==> config.mk <==
export PLATFORM = sky130hd
export DESIGN_NAME = mem_arbiter_flat
export DESIGN_NICKNAME = d
export VERILOG_FILES = /design/src/rtl/mem_arbiter_if.sv /design/src/rtl/mem_arbiter.sv /design/src/flat_wrapper.sv
export SDC_FILE = /design/constraint.sdc
export NUM_CORES = 1
export LEC_CHECK = 0
export CAP_MARGIN = 15
export CELL_PAD_IN_SITES_DETAIL_PLACEMENT = 0
export CELL_PAD_IN_SITES_GLOBAL_PLACEMENT = 1
export CORE_MARGIN = 1
export CORE_UTILIZATION = 32
export CTS_CLUSTER_SIZE = 10
export DETAILED_ROUTE_END_ITERATION = 10
export PLACE_DENSITY_LB_ADDON = 0.1
export SLEW_MARGIN = 20
export SYNTH_ARGS = -nofsm -noshare
export SYNTH_HDL_FRONTEND = slang
export SYNTH_SLANG_ARGS = --single-unit
==> constraint.sdc <==
create_clock -name clk -period 4 [get_ports clk]
set_clock_uncertainty 0.05 [all_clocks]
set_input_delay 0.8 -clock clk [delete_from_list [all_inputs] [get_ports clk]]
set_output_delay 0.8 -clock clk [all_outputs]
set_load 0.05 [all_outputs]
==> src/rtl/mem_arbiter_if.sv <==
// Signal bundle for mem_arbiter: the D and F requester ports plus the external memory port.
// The master modport is the arbiter's view; the slave modport is the requesters' and the memory's view.
interface mem_arbiter_if;
    logic        d_req;
    logic [31:0] d_addr;
    logic [31:0] d_wdata;
    logic        d_write;
    logic        d_size;
    logic [1:0]  d_prot;
    logic        d_seq;
    logic        d_done;
    logic        d_abort;

    logic        f_req;
    logic [31:0] f_addr;
    logic [31:0] f_wdata;
    logic        f_write;
    logic        f_size;
    logic [1:0]  f_prot;
    logic        f_seq;
    logic        f_done;
    logic        f_abort;

    logic [31:0] rdata_o;

    logic [31:0] addr;
    logic [31:0] wdata;
    logic        write;
    logic        size;
    logic [1:0]  prot;
    logic [1:0]  trans;
    logic [31:0] rdata;
    logic        data_valid;
    logic        abort;

    modport master (
        input  d_req, d_addr, d_wdata, d_write, d_size, d_prot, d_seq,
        output d_done, d_abort,
        input  f_req, f_addr, f_wdata, f_write, f_size, f_prot, f_seq,
        output f_done, f_abort,
        output rdata_o,
        output addr, wdata, write, size, prot, trans,
        input  rdata, data_valid, abort
    );

    modport slave (
        output d_req, d_addr, d_wdata, d_write, d_size, d_prot, d_seq,
        input  d_done, d_abort,
        output f_req, f_addr, f_wdata, f_write, f_size, f_prot, f_seq,
        input  f_done, f_abort,
        input  rdata_o,
        input  addr, wdata, write, size, prot, trans,
        output rdata, data_valid, abort
    );
endinterface

==> src/rtl/mem_arbiter.sv <==
// Shares the single memory port between the data path (D) and instruction fetch (F).
// D has fixed priority; a streak limit prevents F starvation, and a response timer bounds each transfer.
module mem_arbiter #(
    parameter int MAX_D_STREAK = 4,
    parameter int TIMEOUT      = 16
) (
    input  logic          clk,
    input  logic          rst,
    mem_arbiter_if.master bus
);
    localparam int STREAK_W = $clog2(MAX_D_STREAK + 1);
    localparam int TIMER_W  = $clog2(TIMEOUT);

    typedef enum logic [1:0] {
        S_IDLE,
        S_ADDR,
        S_WAIT,
        S_DONE
    } state_t;

    typedef enum logic [1:0] {
        OWN_NONE,
        OWN_D,
        OWN_F
    } owner_t;

    state_t               r_state;
    owner_t               r_owner;
    owner_t               r_lastOwner;
    logic [STREAK_W-1:0]  r_streak;
    logic                 r_fAtGrant;
    logic [TIMER_W-1:0]   r_timer;

    logic [31:0]          r_addr;
    logic [31:0]          r_wdata;
    logic                 r_write;
    logic                 r_size;
    logic [1:0]           r_prot;
    logic [1:0]           r_trans;
    logic [31:0]          r_rdata;
    logic                 r_dDone;
    logic                 r_dAbort;
    logic                 r_fDone;
    logic                 r_fAbort;

    logic                 w_grantF;
    logic                 w_grantD;
    owner_t               w_newOwner;
    logic                 w_newSeq;
    logic                 w_timeout;
    logic                 w_response;
    logic                 w_abortFlag;
    logic                 w_ownerD;
    logic                 w_ownerF;

    // F wins only when D is absent or D has used up its streak allowance.
    assign w_grantF    = bus.f_req && (!bus.d_req || (r_streak == STREAK_W'(MAX_D_STREAK)));
    assign w_grantD    = bus.d_req && !w_grantF;
    assign w_newOwner  = w_grantF ? OWN_F : OWN_D;
    assign w_newSeq    = w_grantF ? bus.f_seq : bus.d_seq;
    assign w_timeout   = (r_timer == TIMER_W'(TIMEOUT - 1));
    assign w_response  = bus.data_valid || bus.abort;
    // A timeout (no data_valid) and an explicit abort both complete as aborted.
    assign w_abortFlag = bus.abort || !bus.data_valid;
    assign w_ownerD    = (r_owner == OWN_D);
    assign w_ownerF    = (r_owner == OWN_F);

    assign bus.addr    = r_addr;
    assign bus.wdata   = r_wdata;
    assign bus.write   = r_write;
    assign bus.size    = r_size;
    assign bus.prot    = r_prot;
    assign bus.trans   = r_trans;
    assign bus.rdata_o = r_rdata;
    assign bus.d_done  = r_dDone;
    assign bus.d_abort = r_dAbort;
    assign bus.f_done  = r_fDone;
    assign bus.f_abort = r_fAbort;

    always_ff @(posedge clk or negedge rst) begin
        if (!rst) begin
            r_state     <= S_IDLE;
            r_owner     <= OWN_NONE;
            r_lastOwner <= OWN_NONE;
            r_streak    <= '0;
            r_fAtGrant  <= 1'b0;
            r_timer     <= '0;
            r_addr      <= '0;
            r_wdata     <= '0;
            r_write     <= 1'b0;
            r_size      <= 1'b0;
            r_prot      <= '0;
            r_trans     <= 2'b00;
            r_rdata     <= '0;
            r_dDone     <= 1'b0;
            r_dAbort    <= 1'b0;
            r_fDone     <= 1'b0;
            r_fAbort    <= 1'b0;
        end else begin
            case (r_state)
                S_IDLE: begin
                    if (w_grantF || w_grantD) begin
                        r_owner    <= w_newOwner;
                        r_fAtGrant <= bus.f_req;
                        r_addr     <= w_grantF ? bus.f_addr  : bus.d_addr;
                        r_wdata    <= w_grantF ? bus.f_wdata : bus.d_wdata;
                        r_write    <= w_grantF ? bus.f_write : bus.d_write;
                        r_size     <= w_grantF ? bus.f_size  : bus.d_size;
                        r_prot     <= w_grantF ? bus.f_prot  : bus.d_prot;
                        // Sequential only when the same requester continues its own stream.
                        r_trans    <= (w_newSeq && (w_newOwner == r_lastOwner)) ? 2'b11 : 2'b10;
                        r_state    <= S_ADDR;
                    end
                end
                S_ADDR: begin
                    r_trans <= 2'b00;
                    r_timer <= '0;
                    r_state <= S_WAIT;
                end
                S_WAIT: begin
                    if (w_response || w_timeout) begin
                        if (w_response && !r_write) begin
                            r_rdata <= bus.rdata;
                        end
                        r_dDone  <= w_ownerD;
                        r_dAbort <= w_ownerD && w_abortFlag;
                        r_fDone  <= w_ownerF;
                        r_fAbort <= w_ownerF && w_abortFlag;
                        r_state  <= S_DONE;
                    end else begin
                        r_timer <= r_timer + TIMER_W'(1);
                    end
                end
                S_DONE: begin
                    r_dDone     <= 1'b0;
                    r_dAbort    <= 1'b0;
                    r_fDone     <= 1'b0;
                    r_fAbort    <= 1'b0;
                    r_lastOwner <= r_owner;
                    // The streak only grows while F was actually waiting behind D.
                    if (w_ownerD && r_fAtGrant) begin
                        if (r_streak != STREAK_W'(MAX_D_STREAK)) begin
                            r_streak <= r_streak + STREAK_W'(1);
                        end
                    end else begin
                        r_streak <= '0;
                    end
                    r_state <= S_IDLE;
                end
                default: begin
                    r_state <= S_IDLE;
                end
            endcase
        end
    end
endmodule

==> src/flat_wrapper.sv <==
// flat-port wrapper written by rule: the top's interface ports become plain ports
module mem_arbiter_flat 
#(
    parameter int MAX_D_STREAK = 4,
    parameter int TIMEOUT      = 16
)
  (clk, rst, bus_d_req, bus_d_addr, bus_d_wdata, bus_d_write, bus_d_size, bus_d_prot, bus_d_seq, bus_d_done, bus_d_abort, bus_f_req, bus_f_addr, bus_f_wdata, bus_f_write, bus_f_size, bus_f_prot, bus_f_seq, bus_f_done, bus_f_abort, bus_rdata_o, bus_addr, bus_wdata, bus_write, bus_size, bus_prot, bus_trans, bus_rdata, bus_data_valid, bus_abort);
  mem_arbiter_if bus_i ();
  input  logic clk;
  input  logic rst;
  input wire logic [$bits(bus_i.d_req)-1:0] bus_d_req;
  input wire logic [$bits(bus_i.d_addr)-1:0] bus_d_addr;
  input wire logic [$bits(bus_i.d_wdata)-1:0] bus_d_wdata;
  input wire logic [$bits(bus_i.d_write)-1:0] bus_d_write;
  input wire logic [$bits(bus_i.d_size)-1:0] bus_d_size;
  input wire logic [$bits(bus_i.d_prot)-1:0] bus_d_prot;
  input wire logic [$bits(bus_i.d_seq)-1:0] bus_d_seq;
  output wire logic [$bits(bus_i.d_done)-1:0] bus_d_done;
  output wire logic [$bits(bus_i.d_abort)-1:0] bus_d_abort;
  input wire logic [$bits(bus_i.f_req)-1:0] bus_f_req;
  input wire logic [$bits(bus_i.f_addr)-1:0] bus_f_addr;
  input wire logic [$bits(bus_i.f_wdata)-1:0] bus_f_wdata;
  input wire logic [$bits(bus_i.f_write)-1:0] bus_f_write;
  input wire logic [$bits(bus_i.f_size)-1:0] bus_f_size;
  input wire logic [$bits(bus_i.f_prot)-1:0] bus_f_prot;
  input wire logic [$bits(bus_i.f_seq)-1:0] bus_f_seq;
  output wire logic [$bits(bus_i.f_done)-1:0] bus_f_done;
  output wire logic [$bits(bus_i.f_abort)-1:0] bus_f_abort;
  output wire logic [$bits(bus_i.rdata_o)-1:0] bus_rdata_o;
  output wire logic [$bits(bus_i.addr)-1:0] bus_addr;
  output wire logic [$bits(bus_i.wdata)-1:0] bus_wdata;
  output wire logic [$bits(bus_i.write)-1:0] bus_write;
  output wire logic [$bits(bus_i.size)-1:0] bus_size;
  output wire logic [$bits(bus_i.prot)-1:0] bus_prot;
  output wire logic [$bits(bus_i.trans)-1:0] bus_trans;
  input wire logic [$bits(bus_i.rdata)-1:0] bus_rdata;
  input wire logic [$bits(bus_i.data_valid)-1:0] bus_data_valid;
  input wire logic [$bits(bus_i.abort)-1:0] bus_abort;
  assign bus_i.d_req = bus_d_req;
  assign bus_i.d_addr = bus_d_addr;
  assign bus_i.d_wdata = bus_d_wdata;
  assign bus_i.d_write = bus_d_write;
  assign bus_i.d_size = bus_d_size;
  assign bus_i.d_prot = bus_d_prot;
  assign bus_i.d_seq = bus_d_seq;
  assign bus_d_done = bus_i.d_done;
  assign bus_d_abort = bus_i.d_abort;
  assign bus_i.f_req = bus_f_req;
  assign bus_i.f_addr = bus_f_addr;
  assign bus_i.f_wdata = bus_f_wdata;
  assign bus_i.f_write = bus_f_write;
  assign bus_i.f_size = bus_f_size;
  assign bus_i.f_prot = bus_f_prot;
  assign bus_i.f_seq = bus_f_seq;
  assign bus_f_done = bus_i.f_done;
  assign bus_f_abort = bus_i.f_abort;
  assign bus_rdata_o = bus_i.rdata_o;
  assign bus_addr = bus_i.addr;
  assign bus_wdata = bus_i.wdata;
  assign bus_write = bus_i.write;
  assign bus_size = bus_i.size;
  assign bus_prot = bus_i.prot;
  assign bus_trans = bus_i.trans;
  assign bus_i.rdata = bus_rdata;
  assign bus_i.data_valid = bus_data_valid;
  assign bus_i.abort = bus_abort;
  mem_arbiter #(.MAX_D_STREAK(MAX_D_STREAK), .TIMEOUT(TIMEOUT)) u_core (.clk(clk), .rst(rst), .bus(bus_i));
endmodule
After elaboration in Yosys (flattened, before gate mapping)
Cells that the tools add are included.

storage, ports and cells
  register bits after elaboration = 120
  input bits = 176

operators by class
  mux-type cells = 25
  add/subtract/negate cells = 2
  reductions and logical operators = 27
  equality and inequality tests = 13

operator list
  kind                 number
  $mux 32              2
  $reduce_and 2->1     6
  $mux 2               5
  $mux 1               8
  $pmux 1 s2           4
  $pmux 2 s4           1
  $pmux 4 s2           1
  $logic_and 1x1->1    7
  $eq 2x2->1 const B   3
  $mux 3               2
  $reduce_bool 2->1    3
  $logic_or 1x1->1     5
  $add 4x1->4 const B  1
  $eq 2x1->1 const B   2
  $eq 4x4->1 const B   1
  $logic_not 1->1      4
  $mux 4               1
  $ne 2x1->1 const B   2
  $ne 2x2->1 const B   2
  $pmux 2 s2           1
  $add 3x1->3 const B  1
  $eq 3x3->1 const B   1
  $ne 3x3->1 const B   1
  $reduce_and 3->1     1
  other kinds (2)      2

Longest topological paths before layout
Gate-level depths: netlist of the first run.

  word-level depth = 9
  mapped depth = 7
  gate-level depth less buffers = 5

Least setup slack after synthesis of the first run
OpenSTA, ideal clock, no wires.

  path kind = input-to-reg
  start point = input bus_d_req
  end point = register u_core.r_addr[0] (netlist: u_core.bus.addr[0])
  setup slack = 2105 ps
  library setup time = 126 ps
  data required time = 3824 ps
  buffers on the path = 2
  arrival = 1719 ps
  stages = 5
  path through = a21boi_2 -> and3b_1 -> buf_6 -> buf_6 -> a221o_1

on the way
  longest elaborated chain between the ends = 7
  elaborated cells between the ends (all ways) = 8

RTL lines
  element                            RTL line            RTL
  start, declared                    flat_wrapper.sv:11  input wire logic [$bits(bus_i.d_req)-1:0] bus_d_req;
  $logic_not 1->1                    mem_arbiter.sv:57   assign w_grantF = bus.f_req && (!bus.d_req || (r_streak == STREAK_W'(MAX_D_STREAK)));
  $logic_or 1x1->1                   mem_arbiter.sv:57
  $logic_and 1x1->1                  mem_arbiter.sv:57
  $logic_not 1->1                    mem_arbiter.sv:58   assign w_grantD = bus.d_req && !w_grantF;
  $logic_and 1x1->1                  mem_arbiter.sv:58
  $logic_or 1x1->1                   mem_arbiter.sv:102  if (w_grantF || w_grantD) begin
  $reduce_and 2->1 (no source line)  --
  end signal, assigned               mem_arbiter.sv:105  r_addr <= w_grantF ? bus.f_addr : bus.d_addr;
  end, declared                      mem_arbiter.sv:34   logic [31:0] r_addr;

Several ways; a longest one is shown, not always the timed one.
A chain may end at the register's enable or synchronous reset.

Final worst setup path of the first run
  start point = register u_core.r_write (netlist: u_core.bus.write)
  end point = output bus_write

RTL lines
  element                 RTL line            RTL
  start, declared         mem_arbiter.sv:36   logic r_write;
  start signal, assigned  mem_arbiter.sv:107  r_write <= w_grantF ? bus.f_write : bus.d_write;
  end, declared           flat_wrapper.sv:32  output wire logic [$bits(bus_i.write)-1:0] bus_write;

No word-level cell between the ends.

==> results of run 1 <==
[sequential cells by signal, summed over array words and instances, names as in the netlist]
| register | flops |
|---|---|
| u_core.bus.addr | 32 |
| u_core.bus.size | 1 |
| u_core.bus.write | 1 |
| u_core.bus.d_abort | 1 |
| u_core.r_lastOwner | 2 |
| u_core.r_owner | 2 |
| u_core.bus.d_done | 1 |
| u_core.r_streak | 3 |
| u_core.bus.f_abort | 1 |
| u_core.bus.prot | 2 |
| u_core.bus.trans | 2 |
| u_core.r_timer | 4 |
| u_core.r_state | 2 |
| u_core.bus.wdata | 32 |
| u_core.bus.rdata_o | 32 |
| u_core.r_fAtGrant | 1 |
| u_core.bus.f_done | 1 |
[cells by family (layout without fill, tap and decap cells)]
family                     after synthesis  in the layout
AOI/OAI and AO/OA                       96             96
adders and majority gates                8              8
buffers and inverters                   37            328
DFF                                    120            120
muxes                                   38             38
other                                    0              1
and+or+nand+nor                        108            108
[per-layer routing]
layer  track usage  wire length (µm)  vias to the layer above
met5             0                 0                        -
met4        0.0951               421                        0
met3        0.0685              1320                       24
met2         0.341              8340                      175
met1         0.215              6340                     2161
li1              -                 -                     2077
[where the power goes]
| part | switching, mW | internal (mW) |
|---|---|---|
| Clock | 0.511 | 0.911 |
| Combinational | 2.77 | 1.79 |
| Sequential | 0.318 | 1.79 |
| Total | 3.60 | 4.49 |
[synth_stat cells (2+ instances only)]
cell type,instances
a21oi_1,6
a221o_1,68
a22o_1,2
a31oi_1,2
and2_1,68
and3b_1,2
buf_2,6
buf_4,2
buf_6,8
clkbuf_1,12
dfrtp_1,120
ha_1,8
inv_1,9
mux2_2,34
mux2i_1,3
nand2_1,12
nand2b_1,4
nand3_1,6
nor2_1,5
nor2b_1,2
nor3b_2,2
o211ai_1,4
o21ai_0,3
o22ai_1,2
o31ai_1,2
[per-stage QoR]
stage	hold WS [ps]	utilization	instance area (µm²)	power, mW
6_report	333	0.553	8810	8.09
5_1_grt	379	0.553	8810	8.51
4_1_cts	351	0.553	8810	8.18
3_5_place_dp	408	0.519	8270	6.72
3_3_place_gp	407	0.519	8270	6.65
2_1_floorplan	389	-	5260	5.11
[area by class of cell]
class                           instances  area, µm²  area share
Clock inverter                          3       40.0     0.00454
Multi-Input combinational cell        250       2080       0.236
Sequential cell                       120       3000       0.341
Tap cell                              216        270      0.0307
Timing Repair Buffer                  289       2880       0.327
Inverter                                9       33.8     0.00383
Clock buffer                           27        503      0.0571
Antenna cell                            1       2.50    0.000284
[worst paths after layout]
kind / cells past startpoint / slack (ps) / endpoint / startpoint
min in group clk: 2 / 420 / u_core.r_fAtGrant$_DFFE_PN0P_ / u_core.r_fAtGrant$_DFFE_PN0P_
max: 1 / 1430 / bus_write / u_core.bus.write$_DFFE_PN0P_
min reg2reg: 2 / 420 / u_core.r_fAtGrant$_DFFE_PN0P_ / u_core.r_fAtGrant$_DFFE_PN0P_
max reg2reg: 6 / 1890 / u_core.bus.wdata[30]$_DFFE_PN0P_ / u_core.r_streak[0]$_DFFE_PN0P_
min: 1 / 330 / u_core.r_timer[0]$_DFFE_PN0P_ / rst
max in group asynchronous: 2 / 2750 / u_core.bus.wdata[24]$_DFFE_PN0P_ / rst
==> summary.md, run 1 <==
| Metric | Value |
|---|---|
| CTS resizes | 0 |
| Bufs and invs on worst path | 1 |
| Largest family of logic cells by synthesized area | compound AO/OA/AOI/OAI gates |
| Register area share after synthesis | 0.570 |
| Post-placement cell count | just under 900 |
| Die W | 130 µm |
| Clk buf depth | 2 |
| Total Nets Final | slightly below 900 |
| Fill cells | ~1,400 |
| CTS tree | done |
| RSZ-0062 raised after global routing | false |
| Tmin final | about 2600 ps |
| Area share of the largest cell type after synthesis | 0.570 |
| Initial Util | 0.330 |
| H-Tree Level Count | 4 |
| Ys Warns | 0 |
| Port-buffer cells | 281 |
| Synth Flop Type | dfrtp_1 |
| FP Rows | 46 |
| Synth top area cells | dfrtp_1 57%, a221o_1 13%, and2_1 8.1% |
| Slew @ Worst Pin | roughly 770 ps |
| Critical Path AT | between 1500 and 2000 ps |
| Endpoints failing setup | 0 |
| Fraction of layout cells with a size suffix above 1 | 0.105 |
| Setup TNS | 0 ps |
| Initial antenna violation count | 0 |
| XOR/XNOR Fraction of Synth Area | 0 |
| # clock sinks | 120 |
| Slowest-stage cell, CP | clkdlybuf4s50_1 |
| Drt pass-1 iters | 4 |
| Post-synthesis compound-gate area fraction | 0.166 |
| Largest net degree at the start of global routing | between 70 and 80 |
| Number of distinct library cells after synthesis | 40 |
| Filler-free cell count of the finished design | between 900 and 1,000 |
| DRT iter0 DRCs | roughly 220 |
| Synthesized area | around 5300 µm² |
| Core area | between 15,000 and 20,000 µm² |
| Synth-to-Final Area Change | 67.4% |
| Clk root buf | clkbuf_16 |
| Syn Area/Cell | about 13 µm² |
| Gp weighted congestion | roughly 0.76 |
| Worst vdd ir | approximately 0.44 mV |
| Final period util | 0.642 |
| Clock slew at reported path FFs | approximately 50 ps |
| Global Route Usage Sum | 0.197 |
| Die H | between 100 and 150 µm |
| WL final | around 16,000 µm |
| Relative slew slack | 0.483 |
| CP Launch Type | flip-flop |
| Final hold vios | 0 |
| Adder-cell share of the synthesized area | 0.0190 |
| Ys async rst share | 1.00 |
| Pre-CTS setup slack | approximately 1100 ps |
| DRC violations left | 0 |
| Cells along the critical path | clkdlybuf4s50_1 |
| Post-Synthesis Cells | approximately 400 |
| Number of global-route vias before repair | around 4,600 |
| Global route overflow | 0 |
| Syn Nets | 591 |
| Leakage power | 3.68 nW |
| Setup bufs post-CTS | 0 |
| Most frequent cells in the layout | 280 x clkdlybuf4s50_1, 120 x dfrtp_1, 68 x and2_1, 68 x a221o_1, 34 x mux2_2 |
| Synth Area in Simple Gates | 0.123 |
| Max-Cap Viols | 0 |
| Clock Latency Late Sink | between 400 and 500 ps |
| Worst Path Max Fanout | 3 |
| Total CTS buffers | 17 |
| Most common cell after layout, fill and taps aside | clkdlybuf4s50_1 |
| Largest area contributor in the netlist | dfrtp_1 |
| Status | finished clean |
| Power Density | just over 900 nW/µm² |
| CP endpoint kind | primary output |
| FMAX | 0.389 GHz |
| Post-synth EDFFs | 0 |
| Delay-heaviest family, CP | buffers and inverters |
| Antenna Nets Post-Route | 0 |
| Die ar. | between 15,000 and 20,000 µm² |
| Vias per inst | 4.85 |
| Worst min path class | in -> async |
| Global-route wire length before repair | 24,700 µm |
| Slew Viols, Final | 0 |
| Required time of the critical path | 3150 ps |
| Critical Path Max Stage Delay | 860 ps |
| Seq cells post-synth | between 100 and 150 |
| Routed vias | roughly 4,400 |
| CTS Hold Buffers Added | 0 |
| HPWL after DPL | between 10,000 and 15,000 µm |
| WS Path Type | reg -> out |
| Worst setup margin | around 1400 ps |
| Wire per inst | roughly 18 µm |
| # IOs | around 280 |
| Post-synthesis mux area share | 0.0806 |
Power figures use the tool's default switching activity.
==> run 2, diff against run 1 <==
--- a/config.mk
+++ b/config.mk
@@ -9,7 +9,7 @@
 export CELL_PAD_IN_SITES_DETAIL_PLACEMENT = 0
 export CELL_PAD_IN_SITES_GLOBAL_PLACEMENT = 1
 export CORE_MARGIN = 1
-export CORE_UTILIZATION = 32
+export CORE_UTILIZATION = 30
 export CTS_CLUSTER_SIZE = 10
 export DETAILED_ROUTE_END_ITERATION = 10
 export PLACE_DENSITY_LB_ADDON = 0.1
==> constraint.sdc (replaced) <==
create_clock -name clk -period 2.4 [get_ports clk]
set_clock_uncertainty 0.05 [all_clocks]
set_input_delay 0.48 -clock clk [delete_from_list [all_inputs] [get_ports clk]]
set_output_delay 0.48 -clock clk [all_outputs]
set_load 0.05 [all_outputs]
==> run 2 against run 1 <==
Cell area is 2.3% higher. Final cell count is 1.4% higher. Sequential share of layout area is 0.77 points lower. Critical endpoint unchanged. Sequential cell count stayed put. Setup slack worse by 1300 ps. Largest power group unchanged. Via count is 0.56% higher.
==> summary.md, run 2 (same netlist as run 1, synthesis figures left out) <==
| Metric | Value |
|---|---|
| Die H | 134 µm (was 130 µm) |
| Die ar. | 18,100 µm² (was 17,000 µm²) |
| Final period util | 0.945 |
| WS Path Type | reg -> out (unchanged) |
| Clock Latency Late Sink | 420 ps (was 410 ps) |
| Tmin final | 2270 ps |
| # IOs | 282 (unchanged) |
| Cells along the critical path | clkdlybuf4s50_1 (unchanged) |
| H-Tree Level Count | 4 (unchanged) |
| Antenna Nets Post-Route | 0 (unchanged) |
| Global-route wire length before repair | 25,300 µm (was 24,700 µm) |
| Power Density | 1540 nW/µm² (was 918 nW/µm²) |
| RSZ-0062 raised after global routing | false (unchanged) |
| Clk root buf | clkbuf_16 (unchanged) |
| DRC violations left | 0 (unchanged) |
| Routed vias | 4,462 (was 4,437) |
| Total CTS buffers | 17 (unchanged) |
| Setup TNS | 0 ps (unchanged) |
| # clock sinks | 120 (unchanged) |
| Global route overflow | 0 (unchanged) |
| Clk buf depth | 2 (unchanged) |
| Clock slew at reported path FFs | 60 ps (was 50 ps) |
| Max-Cap Viols | 0 (unchanged) |
| Setup bufs post-CTS | 0 (unchanged) |
| Slowest-stage cell, CP | clkdlybuf4s50_1 (unchanged) |
| Fraction of layout cells with a size suffix above 1 | 0.118 (was 0.105) |
| Number of global-route vias before repair | 4,635 (was 4,579) |
| Post-Layout Inst Area | 9020 µm² (was 8810 µm²) |
| Synth-to-Final Area Change | 71.3% (was 67.4%) |
| Status | finished clean (unchanged) |
| Gp weighted congestion | 0.739 (was 0.762) |
| Drt pass-1 iters | 5 (was 4) |
| Vias per inst | 4.81 (was 4.85) |
| Slew @ Worst Pin | 602 ps (was 773 ps) |
| Global Route Usage Sum | 0.184 (was 0.197) |
| CP endpoint kind | primary output (unchanged) |
| FF-to-FF End | u_core.r_state[1]$_DFFE_PN0P_ (was u_core.bus.wdata[30]$_DFFE_PN0P_) |
| FP Rows | 48 (was 46) |
| Worst vdd ir | 0.870 mV (was 0.436 mV) |
| FMAX | roughly 0.44 GHz |
| Largest net degree at the start of global routing | 49 (was 77) |
| CTS resizes | 0 (unchanged) |
| Most common cell after layout, fill and taps aside | clkdlybuf4s50_1 (unchanged) |
| Bufs and invs on worst path | 1 (unchanged) |
| DRT iter0 DRCs | 152 (was 216) |
| Final hold vios | 0 (unchanged) |
| Worst R2R Start | u_core.r_state[0]$_DFFE_PN0P_ (was u_core.r_streak[0]$_DFFE_PN0P_) |
| Worst min path class | reg -> reg (was in -> async) |
| Hold Path Stages | 2 |
| Critical Path Max Stage Delay | 870 ps (was 860 ps) |
| R2R depth | 5 (was 6) |
| HP Start | u_core.r_fAtGrant$_DFFE_PN0P_ |
| Worst Path Max Fanout | 3 (unchanged) |
| Area post-placement | 8380 µm² (was 8270 µm²) |
| Most frequent cells in the layout | 280 x clkdlybuf4s50_1, 120 x dfrtp_1, 68 x and2_1, 68 x a221o_1, 34 x mux2_2 (unchanged) |
| CP Launch Type | flip-flop (unchanged) |
| Total Nets Final | 874 (was 871) |
| R2r setup slk | 410 ps (was 1890 ps) |
| Slew Viols, Final | 0 (unchanged) |
| Initial Util | 0.305 (was 0.330) |
| Critical Path AT | 1740 ps (was 1720 ps) |
| CTS tree | done (unchanged) |
| Core area | 17,200 µm² (was 15,900 µm²) |
| Final core utilization | 0.523 (was 0.553) |
| Total power | 13.9 mW (was 8.09 mW) |
| Wire per inst | 17.7 µm (was 17.9 µm) |
| Hold EP | u_core.r_fAtGrant$_DFFE_PN0P_ |
| Leakage power | 3.76 nW (was 3.68 nW) |
| CTS Hold Buffers Added | 1 (was 0) |
| Endpoints failing setup | 0 (unchanged) |
| Required time of the critical path | 1870 ps (was 3150 ps) |
| Die W | 134 µm (was 130 µm) |
| Diodes inserted | 0 (was 1) |
| Port-buffer cells | 281 (unchanged) |
| HPWL after DPL | 11,800 µm (was 12,000 µm) |
| WL final | 16,400 µm (about the same) |
| Initial antenna violation count | 0 (unchanged) |
| Delay-heaviest family, CP | buffers and inverters (unchanged) |
| Relative slew slack | 0.597 (was 0.483) |
## run 2: cell count changes in the layout (fill, tap and decap cells not counted), sizes merged
cell	delta
diode	-1
clkinvlp	+1
bufinv	+3
inv	+3
dlygate4sd3	+1
clkbuf	-10
clkinv	+5
buf	+2
## run 2: per-stage QoR
stage | worst slack, ps | hold WS (ps) | std cells
global placement | 260 | 406 | 895
detailed placement | 218 | 416 | 895
global route | 81.3 | 466 | 928
finish | 131 | 428 | 928
CTS | 96.4 | 431 | 928
floorplan | 619 | 134 | 407
## run 2: cell type report
class                   count  area [µm²]
repair buffers            292        3000
flip-flops and latches    120        3000
well taps                 225         282
clock inverters            15         200
clock buffers              17         425
multi-input cells         250        2080
fillers                  1443        8220
inverters                   9        33.8
## run 2: worst min-delay path: cells and delay by family (launching register included)
family	cells	cell delay, ps
simple gates	2	110
flops	1	340
## run 2: worst max-delay path by stage
stage / from / endpoint / slack [ps] / cells past startpoint
6_report: u_core.bus.write$_DFFE_PN0P_ / bus_write / 130 / 1
5_1_grt: u_core.bus.write$_DFFE_PN0P_ / bus_write / 80 / 1
4_1_cts: u_core.bus.write$_DFFE_PN0P_ / bus_write / 100 / 1
3_5_place_dp: bus_d_req / u_core.bus.addr[31]$_DFFE_PN0P_ / 220 / 5
3_3_place_gp: bus_d_req / u_core.bus.addr[2]$_DFFE_PN0P_ / 260 / 5
2_1_floorplan: u_core.r_state[0]$_DFFE_PN0P_ / u_core.r_timer[3]$_DFFE_PN0P_ / 620 / 6
## run 2: power breakdown
group | leakage, nW | total (mW) | internal, mW | switching, mW
Sequential | 1.48 | 3.50 | 2.98 | 0.521
Clock | 0.308 | 2.72 | 1.74 | 0.975
Combinational | 1.97 | 7.70 | 3.06 | 4.64
Total | 3.76 | 13.9 | 7.78 | 6.14
## run 2: layer usage
| metal | share of wire | up-vias | track usage |
|---|---|---|---|
| met5 | 0 | - | 0 |
| met4 | 0.0086 | 0 | 0.0618 |
| met3 | 0.078 | 11 | 0.0721 |
| met2 | 0.50 | 192 | 0.301 |
| met1 | 0.41 | 2174 | 0.222 |
| li1 | - | 2085 | - |
==> run 3, diff against run 2 <==
--- a/config.mk
+++ b/config.mk
@@ -12,6 +12,7 @@
 export CORE_UTILIZATION = 30
 export CTS_CLUSTER_SIZE = 10
 export DETAILED_ROUTE_END_ITERATION = 10
+export GPL_TIMING_DRIVEN = 0
 export PLACE_DENSITY_LB_ADDON = 0.1
 export SLEW_MARGIN = 20
 export SYNTH_ARGS = -nofsm -noshare
==> run 3 against run 2 <==
The flow now finishes with violations (hold timing). Die area stayed put. Setup slack gained 41 ps. Highest routed layer unchanged. Register-to-register slack lost 180 ps. Largest power group unchanged. Clock power decreased by 5%. Wire length grew 4.8%. Largest cell class is now non-clock buffers. Final cell count up 1.9%. Sequential share of layout area up 0.093 points. Critical endpoint unchanged. Power decreased by 0.96%. Critical path depth unchanged. Clock-buffer cell count grew 3. Sequential power hardly changed.
==> summary.md, run 3 (same netlist as run 1, synthesis figures left out) <==
| Metric | Value |
|---|---|
| Status | finished with violations (was finished clean) |
| Failing checks | hold timing |
| Setup bufs post-CTS | 0 (unchanged) |
| Worst min path class | in -> async (was reg -> reg) |
| Drt pass-1 iters | 4 (was 5) |
| Final hold vios | 9 (was 0) |
| DRC violations left | 0 (unchanged) |
| Critical Path Max Stage Delay | 850 ps (was 870 ps) |
| WL final | 17,200 µm (was 16,400 µm) |
| Post-placement cell count | 914 (was 895) |
| Cells along the critical path | clkdlybuf4s50_1 (unchanged) |
| Delay-heaviest family, CP | buffers and inverters (unchanged) |
| # IOs | 282 (unchanged) |
| Hold slack | -17.2 ps (was 428 ps) |
| FMAX | 0.449 GHz (was 0.441 GHz) |
| Tmin final | 2230 ps (was 2270 ps) |
| CP Launch Type | flip-flop (unchanged) |
| Relative slew slack | 0.592 (was 0.597) |
| Diodes inserted | 0 (unchanged) |
| Clk root buf | clkbuf_16 (unchanged) |
| RSZ-0062 raised after global routing | false (unchanged) |
| Number of global-route vias before repair | 4,921 (was 4,635) |
| Wire per inst | 18.2 µm (was 17.7 µm) |
| Worst Path Max Fanout | 3 (unchanged) |
| Filler-free cell count of the finished design | 946 (was 928) |
| # clock sinks | 120 (unchanged) |
| Die W | 134 µm (unchanged) |
| Clock Latency Late Sink | 420 ps (about the same) |
| FP Rows | 48 (unchanged) |
| Antenna Nets Post-Route | 0 (unchanged) |
| Final core utilization | 0.522 (was 0.523) |
| CTS resizes | 1 (was 0) |
| Total CTS buffers | 17 (unchanged) |
| CTS Hold Buffers Added | 0 (was 1) |
| Port-buffer cells | 281 (unchanged) |
| Clock slew at reported path FFs | 60 ps (about the same) |
| Synth-to-Final Area Change | 70.8% (was 71.3%) |
| Slew Viols, Final | 0 (unchanged) |
| Post-Layout Inst Area | 8990 µm² (was 9020 µm²) |
| Die ar. | 18,100 µm² (unchanged) |
| Fraction of layout cells with a size suffix above 1 | 0.121 (was 0.118) |
| Most common cell after layout, fill and taps aside | clkdlybuf4s50_1 (unchanged) |
| WS Path Type | reg -> out (unchanged) |
| Area post-placement | 8390 µm² (was 8380 µm²) |
| Critical Path AT | 1700 ps (was 1740 ps) |
| Gp weighted congestion | 0.766 (was 0.739) |
| Total power | 13.8 mW (was 13.9 mW) |
| Required time of the critical path | 1870 ps (about the same) |
| Endpoints failing setup | 0 (unchanged) |
| CP endpoint kind | primary output (unchanged) |
| Global Route Usage Sum | 0.195 (was 0.184) |
| Most frequent cells in the layout | 280 x clkdlybuf4s50_1, 120 x dfrtp_1, 68 x and2_1, 68 x a221o_1, 34 x mux2_2 (unchanged) |
| HPWL after DPL | 12,700 µm (was 11,800 µm) |
| Initial Util | 0.305 (unchanged) |
| Global route overflow | 0 (unchanged) |
| Total Nets Final | 892 (was 874) |
| Final period util | 0.928 (was 0.945) |
| Bufs and invs on worst path | 1 (unchanged) |
| DRT iter0 DRCs | 162 (was 152) |
| Initial antenna violation count | 0 (unchanged) |
| Clk buf depth | 2 (unchanged) |
| Leakage power | 3.76 nW (about the same) |
| Largest net degree at the start of global routing | 63 (was 49) |
| Slew @ Worst Pin | 610 ps (was 602 ps) |
| CTS tree | done (unchanged) |
| H-Tree Level Count | 4 (unchanged) |
| Vias per inst | 4.79 (was 4.81) |
| Global-route wire length before repair | 26,500 µm (was 25,300 µm) |
| Core area | 17,200 µm² (unchanged) |
| Fill cells | 1,462 (was 1,443) |
| Power Density | 1530 nW/µm² (was 1540 nW/µm²) |
| Max-Cap Viols | 0 (unchanged) |
| Routed vias | 4,531 (was 4,462) |
| Die H | 134 µm (unchanged) |
| Slowest-stage cell, CP | clkdlybuf4s50_1 (unchanged) |
| Worst vdd ir | 0.868 mV (was 0.870 mV) |
[run 3: cell types whose count changed in the layout (fill, tap and decap cells not counted), sizes merged]
cell         change
buf              +7
bufinv           -1
clkbuf          +15
clkinv           -3
clkinvlp         +4
dlygate4sd3      -1
inv              -3
[run 3: report_power, final]
part           leakage [nW]  internal (mW)  switching (mW)
registers              1.48           2.98           0.529
logic                  2.00           3.02            4.66
clock network         0.278           1.65           0.940
total                  3.76           7.65            6.13
[run 3: stage by stage]
| step | TNS, ps | setup WS (ps) |
|---|---|---|
| finish | 0 | 173 |
| global route | 0 | 61.8 |
| CTS | 0 | 130 |
| detailed placement | -8280 | -248 |
| global placement | -499920 | -4130 |
| floorplan | 0 | 619 |
[run 3: path summary, 6_finish.rpt]
kind | from | end | slack [ps] | cells after the start
setup / recovery | u_core.bus.write$_DFFE_PN0P_ | bus_write | 170 | 1
max in group asynchronous | rst | u_core.bus.addr[2]$_DFFE_PN0P_ | 1620 | 2
min in group clk | u_core.r_fAtGrant$_DFFE_PN0P_ | u_core.r_fAtGrant$_DFFE_PN0P_ | 420 | 2
hold / removal | rst | u_core.bus.rdata_o[0]$_DFFE_PN0P_ | -20 | 1
setup reg to reg | u_core.r_state[0]$_DFFE_PN0P_ | u_core.bus.rdata_o[23]$_DFFE_PN0P_ | 230 | 5
hold reg to reg | u_core.r_fAtGrant$_DFFE_PN0P_ | u_core.r_fAtGrant$_DFFE_PN0P_ | 420 | 2
[run 3: layout make-up]
type                    count  area [µm²]  share of cell area
plain buffers              28         180              0.0200
inverters                   9        33.8             0.00376
clock inverters            12         151              0.0168
repair buffers            282        2840               0.316
multi-input cells         250        2050               0.228
clock buffers              20         447              0.0497
flip-flops and latches    120        3000               0.334
well taps                 225         282              0.0313
[run 3: routing by layer]
metal  up-vias  GRT usage  wire (µm)
met5         -          0          0
met2       202      0.328       8460
met1      2193      0.224       6910
met4         0     0.0762        347
met3        20     0.0743       1510
li1       2116          -          -
